File: config.mk
export PLATFORM = sky130hd
export DESIGN_NAME = nts_ip_parser
export DESIGN_NICKNAME = d
export VERILOG_FILES = /design/src/rtl/nts_ip_parser.sv
export SDC_FILE = /design/constraint.sdc
export NUM_CORES = 1
export LEC_CHECK = 0
export BUFFER_PORTS_ARGS = -buffer_cell sky130_fd_sc_hd__buf_2
export CORE_ASPECT_RATIO = 1.5
export CORE_UTILIZATION = 28
export DETAILED_ROUTE_END_ITERATION = 10
export GPL_ROUTABILITY_DRIVEN = 0
export GPL_TIMING_DRIVEN = 0
export SLEW_MARGIN = 5
export SYNTH_ARGS = -nofsm -noshare
export SYNTH_HDL_FRONTEND = slang
export SYNTH_SLANG_ARGS = --single-unit
File: constraint.sdc
create_clock -name i_clk -period 12 [get_ports i_clk]
set_input_delay 1.2 -clock i_clk [delete_from_list [all_inputs] [get_ports i_clk]]
set_output_delay 1.2 -clock i_clk [all_outputs]
set_load 0.05 [all_outputs]
File: src/rtl/nts_ip_parser.sv
`timescale 1ns/1ps
// Streaming Ethernet/IPv4/IPv6/UDP header parser for the NTS receive path.
// Classifies the frame, checks the IPv4 header sum and extracts UDP fields.
module nts_ip_parser #(
   parameter int          ADDR_WIDTH = 10,
   parameter logic [15:0] MATCH_PORT = 16'd123
) (
   input  logic        i_clk,
   input  logic        i_areset,
   input  logic        i_clear,
   input  logic        i_valid,
   input  logic        i_last,
   input  logic [7:0]  i_last_word_data_valid,
   input  logic [63:0] i_data,
   output logic        o_done,
   output logic        o_detect_ipv4,
   output logic        o_detect_ipv4_bad,
   output logic        o_detect_ipv6,
   output logic        o_detect_udp,
   output logic        o_ipv4_csum_ok,
   output logic        o_truncated,
   output logic        o_detect_port_match,
   output logic [15:0] o_udp_src_port,
   output logic [15:0] o_udp_dst_port,
   output logic [15:0] o_udp_length
);

   localparam int BW = ADDR_WIDTH + 4;

   typedef enum logic [1:0] {
      S_RX,
      S_FOLD,
      S_DONE
   } state_t;

   state_t r_state;
   state_t w_next;

   logic [ADDR_WIDTH-1:0] r_wcnt;
   logic [BW-1:0]         r_bytes;
   logic [15:0]           r_etype;
   logic [3:0]            r_ver;
   logic [3:0]            r_ihl;
   logic [7:0]            r_proto;
   logic [20:0]           r_acc;
   logic [15:0]           r_src;
   logic [15:0]           r_dst;
   logic [15:0]           r_len;
   logic                  r_v4;
   logic                  r_v4bad;
   logic                  r_v6;
   logic                  r_udp;
   logic                  r_csum_ok;
   logic                  r_trunc;
   logic                  r_match;

   logic        w_accept;
   logic        w_sel1;
   logic        w_sel2;
   logic [15:0] w_etype;
   logic [3:0]  w_ver;
   logic [3:0]  w_ihl;
   logic        w_v4;
   logic        w_v4good;
   logic        w_v6;
   logic        w_ip;
   logic [5:0]  w_h;
   logic [5:0]  w_h_dst;
   logic [5:0]  w_h_len;
   logic [6:0]  w_uend;
   logic        w_hit_src;
   logic        w_hit_dst;
   logic        w_hit_len;
   logic [5:0]  w_half;
   logic [17:0] w_csum_add;
   logic [3:0]  w_pop;
   logic [16:0] w_a;
   logic [15:0] w_s;
   logic        w_trunc;

   function automatic logic [15:0] lane16(input logic [63:0] d,
                                          input logic [1:0]  l);
      logic [15:0] v;
      case (l)
         2'd0:    v = d[63:48];
         2'd1:    v = d[47:32];
         2'd2:    v = d[31:16];
         default: v = d[15:0];
      endcase
      return v;
   endfunction

   assign w_accept = (r_state == S_RX) && i_valid && !i_clear;
   assign w_sel1   = w_accept && (r_wcnt == ADDR_WIDTH'(1));
   assign w_sel2   = w_accept && (r_wcnt == ADDR_WIDTH'(2));

   // Word 1 decides the frame type for its own checksum lane.
   assign w_etype  = w_sel1 ? i_data[31:16] : r_etype;
   assign w_ver    = w_sel1 ? i_data[15:12] : r_ver;
   assign w_ihl    = w_sel1 ? i_data[11:8]  : r_ihl;

   assign w_v4     = (w_etype == 16'h0800) && (w_ver == 4'd4);
   assign w_v4good = w_v4 && (w_ihl >= 4'd5);
   assign w_v6     = (w_etype == 16'h86DD) && (w_ver == 4'd6);
   assign w_ip     = w_v4good || w_v6;

   // UDP header offset in 16-bit units: 7 + 2*ihl, or 27 for IPv6.
   assign w_h      = w_v6 ? 6'd27 : 6'd7 + {1'b0, w_ihl, 1'b0};
   assign w_h_dst  = w_h + 6'd1;
   assign w_h_len  = w_h + 6'd2;
   assign w_uend   = {w_h + 6'd4, 1'b0};

   assign w_hit_src = w_accept && w_ip &&
                      (r_wcnt == ADDR_WIDTH'(w_h[5:2]));
   assign w_hit_dst = w_accept && w_ip &&
                      (r_wcnt == ADDR_WIDTH'(w_h_dst[5:2]));
   assign w_hit_len = w_accept && w_ip &&
                      (r_wcnt == ADDR_WIDTH'(w_h_len[5:2]));

   always_comb begin
      w_csum_add = '0;
      w_half     = '0;
      for (int l = 0; l < 4; l++) begin
         w_half = {r_wcnt[3:0], 2'b00} + 6'(l);
         if (((r_wcnt >> 4) == '0) && (w_half >= 6'd7) &&
             (w_half < w_h))
            w_csum_add = w_csum_add + 18'(lane16(i_data, 2'(l)));
      end
   end

   always_comb begin
      w_pop = '0;
      for (int i = 0; i < 8; i++)
         w_pop = w_pop + 4'(i_last_word_data_valid[i]);
   end

   assign w_a     = {1'b0, r_acc[15:0]} + {12'b0, r_acc[20:16]};
   assign w_s     = w_a[15:0] + {15'b0, w_a[16]};
   assign w_trunc = w_ip && (r_bytes < BW'(w_uend));

   always_comb begin
      w_next = r_state;
      unique case (r_state)
         S_RX:    if (w_accept && i_last) w_next = S_FOLD;
         S_FOLD:  w_next = S_DONE;
         S_DONE:  w_next = S_DONE;
         default: w_next = S_RX;
      endcase
      if (i_clear)
         w_next = S_RX;
   end

   always_ff @(posedge i_clk or posedge i_areset) begin
      if (i_areset)
         r_state <= S_RX;
      else
         r_state <= w_next;
   end

   always_ff @(posedge i_clk or posedge i_areset) begin
      if (i_areset) begin
         r_wcnt    <= '0;
         r_bytes   <= '0;
         r_etype   <= '0;
         r_ver     <= '0;
         r_ihl     <= '0;
         r_proto   <= '0;
         r_acc     <= '0;
         r_src     <= '0;
         r_dst     <= '0;
         r_len     <= '0;
         r_v4      <= 1'b0;
         r_v4bad   <= 1'b0;
         r_v6      <= 1'b0;
         r_udp     <= 1'b0;
         r_csum_ok <= 1'b0;
         r_trunc   <= 1'b0;
         r_match   <= 1'b0;
      end else if (i_clear) begin
         r_wcnt    <= '0;
         r_bytes   <= '0;
         r_etype   <= '0;
         r_ver     <= '0;
         r_ihl     <= '0;
         r_proto   <= '0;
         r_acc     <= '0;
         r_src     <= '0;
         r_dst     <= '0;
         r_len     <= '0;
         r_v4      <= 1'b0;
         r_v4bad   <= 1'b0;
         r_v6      <= 1'b0;
         r_udp     <= 1'b0;
         r_csum_ok <= 1'b0;
         r_trunc   <= 1'b0;
         r_match   <= 1'b0;
      end else begin
         if (w_accept) begin
            if (r_wcnt != '1)
               r_wcnt <= r_wcnt + 1'b1;
            if (i_last)
               r_bytes <= BW'({r_wcnt, 3'b000}) + BW'(w_pop);
            if (w_v4good)
               r_acc <= r_acc + 21'(w_csum_add);
         end
         if (w_sel1) begin
            r_etype <= i_data[31:16];
            r_ver   <= i_data[15:12];
            r_ihl   <= i_data[11:8];
         end
         if (w_sel2 && w_v4good)
            r_proto <= i_data[7:0];
         else if (w_sel2 && w_v6)
            r_proto <= i_data[31:24];
         if (w_hit_src)
            r_src <= lane16(i_data, w_h[1:0]);
         if (w_hit_dst)
            r_dst <= lane16(i_data, w_h_dst[1:0]);
         if (w_hit_len)
            r_len <= lane16(i_data, w_h_len[1:0]);
         if (r_state == S_FOLD) begin
            r_v4      <= w_v4;
            r_v4bad   <= w_v4 && !w_v4good;
            r_v6      <= w_v6;
            r_udp     <= w_ip && (r_proto == 8'd17);
            r_trunc   <= w_trunc;
            r_csum_ok <= (w_s == 16'hFFFF) && w_v4good && !w_trunc;
            r_match   <= w_ip && (r_proto == 8'd17) &&
                         (r_dst == MATCH_PORT) && !w_trunc;
         end
      end
   end

   assign o_done              = (r_state == S_DONE);
   assign o_detect_ipv4       = r_v4;
   assign o_detect_ipv4_bad   = r_v4bad;
   assign o_detect_ipv6       = r_v6;
   assign o_detect_udp        = r_udp;
   assign o_ipv4_csum_ok      = r_csum_ok;
   assign o_truncated         = r_trunc;
   assign o_detect_port_match = r_match;
   assign o_udp_src_port      = r_src;
   assign o_udp_dst_port      = r_dst;
   assign o_udp_length        = r_len;

endmodule

==> results.py, run 1 <==
metrics = {
    "global_routing": {
        "grtUsageTotal": 0.199,
        "grt_pass1_vias": 11100,
        "grt_start_max_net_pins": 74,
        "overflow": 0,
        "antenna_found_initial": 4,
        "grt_pass1_wl_mm": 62.4,
    },
    "setup_path": {
        "reg2regPathDepth": 48,
        "cpMaxStageDelayCell": "or4_1",
        "cpPeakStageDelay_ns": 0.55,
        "criticalPathCategory": "in2reg",
        "required_ns": 12.32,
        "reg2reg_slack_ns": 0.69,
        "r2r-start": "r_wcnt[1]",
        "start_kind": "input port",
        "cpMostUsedCell": "ha_1",
        "crit_fanout": 10,
        "cp.arrival_ns": 11.71,
        "end_kind": "flip-flop",
        "r2r-end": "r_acc[19]",
    },
    "clock_network": {
        "clock_latency_ns": 0.45,
        "post_cts_buffers": 0,
        "cts_sinks": 133,
        "cts_buffer_depth": 2,
        "cts_made_buffers": 17,
        "clkTransAtPathRegs_ns": 0.06,
        "cts_tree": "done",
        "root_buffer": "clkbuf_16",
        "cts_max_level": 4,
    },
    "logic_synthesis": {
        "seq_area_frac_synth": 0.294,
        "synthCells": 1407,
        "synth_area_leaders": "dfrtp_1 29%, ha_1 11%, nand2_1 7.4%",
        "synth_most_common_cell": "nand2_1",
        "synth_edf_count": 0,
        "synthTopCellsByCount": "222 x nand2_1, 175 x nor2_1, 133 x dfrtp_1, 126 x a21oi_1, 96 x ha_1",
        "ys.flop_type": "dfrtp_1",
        "synth.distinct_cells": 73,
        "yosys_register_bits": 133,
        "yosysTopAreaCell": "dfrtp_1",
        "synth_top_area_share": 0.294,
        "avgSynthCellArea_um2": 8.05,
        "synth-warning-count": 0,
        "synth_async_sr_flop_share": 1.00,
        "syn-num-nets": 1589,
        "synth.cell_area_mm2": 0.0113,
    },
    "sta": {
        "finalHoldViolCount": 0,
        "hold_slack_ns": 0.459,
        "fin_crit_sh": 0.950,
        "finClkSkew_ns": 0.00761,
        "max_slew_margin": 0.433,
        "fin_crit_ns": 11.40,
        "finalMaxSlewViolations": 0,
        "tns_ns": 0,
        "setup_viol": 0,
        "clock.fmax_mhz": 87.8,
        "worst_slack_ns": 0.605,
        "tightest_slew_ns": 0.849,
    },
    "worst_hold_path": {
        "min_path_cells": 2,
        "min_from": "o_ipv4_csum_ok",
        "hp-class": "reg2reg",
        "hold_path_end": "o_ipv4_csum_ok",
    },
    "floorplan": {
        "initial_core_util": 0.286,
        "core_area_mm2": 0.0396,
        "fp.dieArea_mm2": 0.0413,
        "dieHeight_um": 248,
        "ios": 133,
        "die_width_um": 166,
        "num_rows": 89,
    },
    "pwr": {
        "p_per_area_mw_per_mm2": 123,
        "worst_ir_drop_vdd_mv": 0.106,
        "power.leakage_nw": 6.40,
    },
    "placement": {
        "dp_hpwl_mm": 32.9,
        "post_dp_cell_area_mm2": 0.0126,
        "portBuffers": 130,
        "place_ws_ns": -0.857,
    },
    "routing": {
        "avgRoutedWirePerCell_um": 19.6,
        "first_pass_iters": 9,
        "vias": 11100,
        "drc": 4,
        "drt_iter0_markers": 749,
        "routed_wl_mm": 40.7,
        "viasPerCell": 5.34,
        "postRouteAntennaNets": 0,
    },
    "finish": {
        "design_area_mm2": 0.0133,
        "fin_nets": 1739,
        "finish.utilization": 0.335,
        "drive_gt1_frac": 0.137,
        "areaGrowthSynthToFinish_pct": 17.3,
    },
    "status": {
        "violations": "DRC",
        "status": "complete, but fails checks",
    },
    "run": {
        "maxCapViolations": 0,
    },
}
## worst max-delay path by stage
| stage | startpoint | end | slack [ns] | depth (start not counted) |
|---|---|---|---|---|
| after floorplan | i_clear | r_acc[17] | 1.53 | 46 |
| after global placement | i_clear | r_acc[18] | -0.76 | 45 |
| after detailed placement | i_clear | r_acc[18] | -0.86 | 45 |
| after CTS | i_clear | r_acc[18] | 0.09 | 45 |
| after global routing | i_clear | r_acc[17] | -0.003 | 47 |
| final | i_clear | r_acc[19] | 0.60 | 47 |
## metrics by stage
stage / total power, mW / cells
global route: 1.73 / 2072
floorplan: 0.940 / 1407
global placement: 1.10 / 2037
detailed placement: 1.12 / 2038
finish: 1.63 / 2073
CTS: 1.63 / 2070
## worst max-delay path, delay by kind of cell
family	cells	cell delay (ns)
AOI/OAI and AO/OA	15	3.24
xor gates and xnor gates	5	0.88
adders and majority gates	6	1.62
buffers and inverters	4	0.95
muxes	1	0.21
and+or+nand+nor	16	3.63
## cells in the final DEF, fill, tap and decap left out, types with 45 or more instances in the layout
| cell | instances |
|---|---|
| nor2_1 | 175 |
| mux2i_1 | 67 |
| a21oi_1 | 126 |
| ha_1 | 96 |
| inv_1 | 47 |
| nand2_1 | 222 |
| buf_2 | 138 |
| dfrtp_1 | 133 |
| o21ai_0 | 70 |
| xnor2_1 | 45 |
## kinds of logic after synthesis
logic type	share of synthesized area
xor gates and xnor gates	0.0673
adders and majority gates	0.124
DFF	0.294
muxes	0.0671
AOI/OAI and AO/OA	0.166
buffers and inverters	0.0406
and+or+nand+nor	0.242
## where the power goes
part           switching (mW)  internal, mW  leakage, nW
logic                   0.405         0.250         4.26
registers             0.00885         0.457         1.85
clock network           0.226         0.284        0.279
total                   0.639         0.991         6.40
## cell type report
class | instances | area [um^2]
Fill cell | 4233 | 26400
Tap cell | 500 | 626
Multi-Input combinational cell | 1164 | 7610
Clock buffer | 20 | 467
Clock inverter | 12 | 95.1
Sequential cell | 133 | 3330
Antenna cell | 3 | 7.51
Timing Repair Buffer | 131 | 678
Buffer | 61 | 278
Inverter | 49 | 189
## registers in the layout, indices dropped and copies added, names as in the netlist
signal	flops
r_ihl	4
o_detect_ipv6	1
r_acc	21
o_ipv4_csum_ok	1
o_detect_port_match	1
o_detect_ipv4_bad	1
r_wcnt	10
r_state	2
o_udp_dst_port	16
o_udp_length	16
o_detect_udp	1
r_bytes	13
o_detect_ipv4	1
r_etype	16
r_proto	8
o_udp_src_port	16
r_ver	4
o_truncated	1
## per-layer routing
layer,GRT usage,up-vias,share of wire
li1,-,5233,-
met1,0.210,5291,0.38
met2,0.353,395,0.49
met3,0.0280,150,0.050
met4,0.172,0,0.088
met5,0,-,0
## repair_timing
item,4_1_cts,5_1_grt
hold endpoints to repair,0,0
hold buffers,0,0
gates resized for setup,3,14
pin swaps,0,1
setup endpoints to repair,4,6
cloned,0,0
Power figures use the tool's default switching activity.
==> inputs of run 2 (changes only) <==
- PLACE_DENSITY: not set -> 0.4
- REMOVE_ABC_BUFFERS: not set -> 1
- SKIP_LAST_GASP: not set -> 1
==> run 2 against run 1 <==
Effect of this change: the flow now finishes without violations; worst setup slack improved by 0.19 ns; final area grew 0.28%; largest cell class unchanged; register-to-register slack better by 0.52 ns; clock skew is essentially flat; sequential share of layout area is 0.071 points lower; worst hold slack improved by 0.014 ns; power rose by 4.7%.
==> results.py, run 2 (synthesis gave the netlist of run 1 again) <==
metrics = {
    "setup_path": {
        "required_ns": 12.38,
        "cpPeakStageDelay_ns": 0.38,
        "cpMostUsedCell": "o21ai_0",
        "end_kind": "flip-flop",
        "start_kind": "input port",
        "criticalPathCategory": "in2reg",
        "crit_fanout": 49,
        "cpMaxStageDelayCell": "o32ai_1",
        "cp.arrival_ns": 11.58,
    },
    "global_routing": {
        "grt_start_max_net_pins": 98,
        "overflow": 0,
        "grt_pass1_wl_mm": 61.3,
        "antenna_found_initial": 2,
        "grtUsageTotal": 0.198,
        "grt_pass1_vias": 10500,
    },
    "finish": {
        "drive_gt1_frac": 0.145,
        "top_register": "r_acc",
        "fin_cells": 2026,
        "areaGrowthSynthToFinish_pct": 17.6,
        "design_area_mm2": 0.0133,
        "antennaDiodeCount": 0,
        "mostFrequentLayoutCell": "nand2_1",
        "fin_nets": 1695,
        "largest_reg_flops": 21,
        "final_cell_mix": "221 x nand2_1, 174 x nor2_1, 134 x buf_2",
        "fillCellCount": 4231,
        "finish.utilization": 0.336,
    },
    "sta": {
        "max_slew_margin": 0.170,
        "finalMaxSlewViolations": 0,
        "finClkSkew_ns": 0.00796,
        "fin_crit_sh": 0.933,
        "fin_crit_ns": 11.20,
        "finalHoldViolCount": 0,
        "setup_viol": 0,
        "clock.fmax_mhz": 89.3,
        "tightest_slew_ns": 1.24,
    },
    "clock_network": {
        "cts_tree": "done",
        "cts_buffer_depth": 2,
        "root_buffer": "clkbuf_16",
        "cts_sinks": 133,
        "clock_latency_ns": 0.45,
        "cts_made_buffers": 17,
        "cts_max_level": 4,
        "clkTransAtPathRegs_ns": 0.06,
    },
    "routing": {
        "first_pass_iters": 4,
        "viasPerCell": 5.13,
        "routed_wl_mm": 40.6,
        "avgRoutedWirePerCell_um": 20.1,
        "vias": 10400,
        "drc": 0,
        "drt_iter0_markers": 506,
        "postRouteAntennaNets": 0,
    },
    "placement": {
        "dp_hpwl_mm": 31.1,
        "post_dp_cell_area_mm2": 0.0126,
        "portBuffers": 132,
        "placed_cells": 1991,
    },
    "floorplan": {
        "dieHeight_um": 248,
        "fp.dieArea_mm2": 0.0413,
        "num_rows": 89,
        "initial_core_util": 0.286,
        "core_area_mm2": 0.0396,
        "ios": 133,
        "die_width_um": 166,
    },
    "pwr": {
        "p_per_area_mw_per_mm2": 128,
        "power.leakage_nw": 6.40,
        "worst_ir_drop_vdd_mv": 0.0815,
        "total_power_mw": 1.71,
    },
    "worst_hold_path": {
        "hp-class": "reg2reg",
    },
    "run": {
        "maxCapViolations": 0,
    },
    "status": {
        "status": "completed",
    },
}
run 2: stage by stage:
| stage | worst slack [ns] | setup TNS, ns | hold slack [ns] |
|---|---|---|---|
| 2_1_floorplan | -0.244 | -0.706 | 0.444 |
| 3_3_place_gp | -6.85 | -115.05 | 0.465 |
| 3_5_place_dp | -1.24 | -7.52 | 0.460 |
| 4_1_cts | 0.222 | 0 | 0.475 |
| 5_1_grt | -0.00425 | -0.00425 | 0.516 |
| 6_report | 0.799 | 0 | 0.473 |
run 2: path summary, 6_finish.rpt:
path,from,endpoint,slack [ns],depth (start not counted)
min in group asynchronous,i_areset,o_detect_udp,0.76,2
max in group asynchronous,i_areset,r_acc[0],10.49,3
setup / recovery,i_clear,r_acc[18],0.80,44
hold / removal,o_ipv4_csum_ok,o_ipv4_csum_ok,0.47,2
setup reg to reg,r_wcnt[1],r_acc[18],1.21,44
hold reg to reg,o_ipv4_csum_ok,o_ipv4_csum_ok,0.47,2
run 2: repair_timing:
item	in CTS	in global routing
hold buffers	0	0
gates resized for setup	4	11
hold endpoints to repair	0	0
endpoints found under the setup margin	7	5
buffers inserted	2	0
cloned	0	1
pin swaps	1	1
run 2: per-layer routing:
layer / global-route usage / up-vias / wire length (um)
met4: 0.0902 / 4 / 1390
met1: 0.204 / 5038 / 15800
met3: 0.0221 / 65 / 826
li1: - / 5143 / -
met2: 0.396 / 146 / 22600
met5: 0 / - / 27
run 2: where the power goes:
part	switching, mW	internal, mW	total [mW]
Clock	0.228	0.365	0.593
Combinational	0.392	0.256	0.647
Sequential	0.00973	0.457	0.466
Total	0.629	1.08	1.71
run 2: area by class of cell:
class / instances / area [um^2] / share of cell area
Multi-Input combinational cell: 1164 / 7630 / 0.573
Clock inverter: 11 / 171 / 0.0129
Clock buffer: 21 / 470 / 0.0353
Sequential cell: 133 / 3330 / 0.250
Inverter: 49 / 191 / 0.0144
Tap cell: 500 / 626 / 0.0470
Timing Repair Buffer: 148 / 898 / 0.0675
run 2: worst max-delay path, delay by kind of cell:
family	cells	cell delay (ns)
mux	1	0.36
compound gates	21	4.72
xor+xnor	2	0.19
buf+inv	3	0.72
fa+ha+maj	6	1.89
simple gates	11	2.41
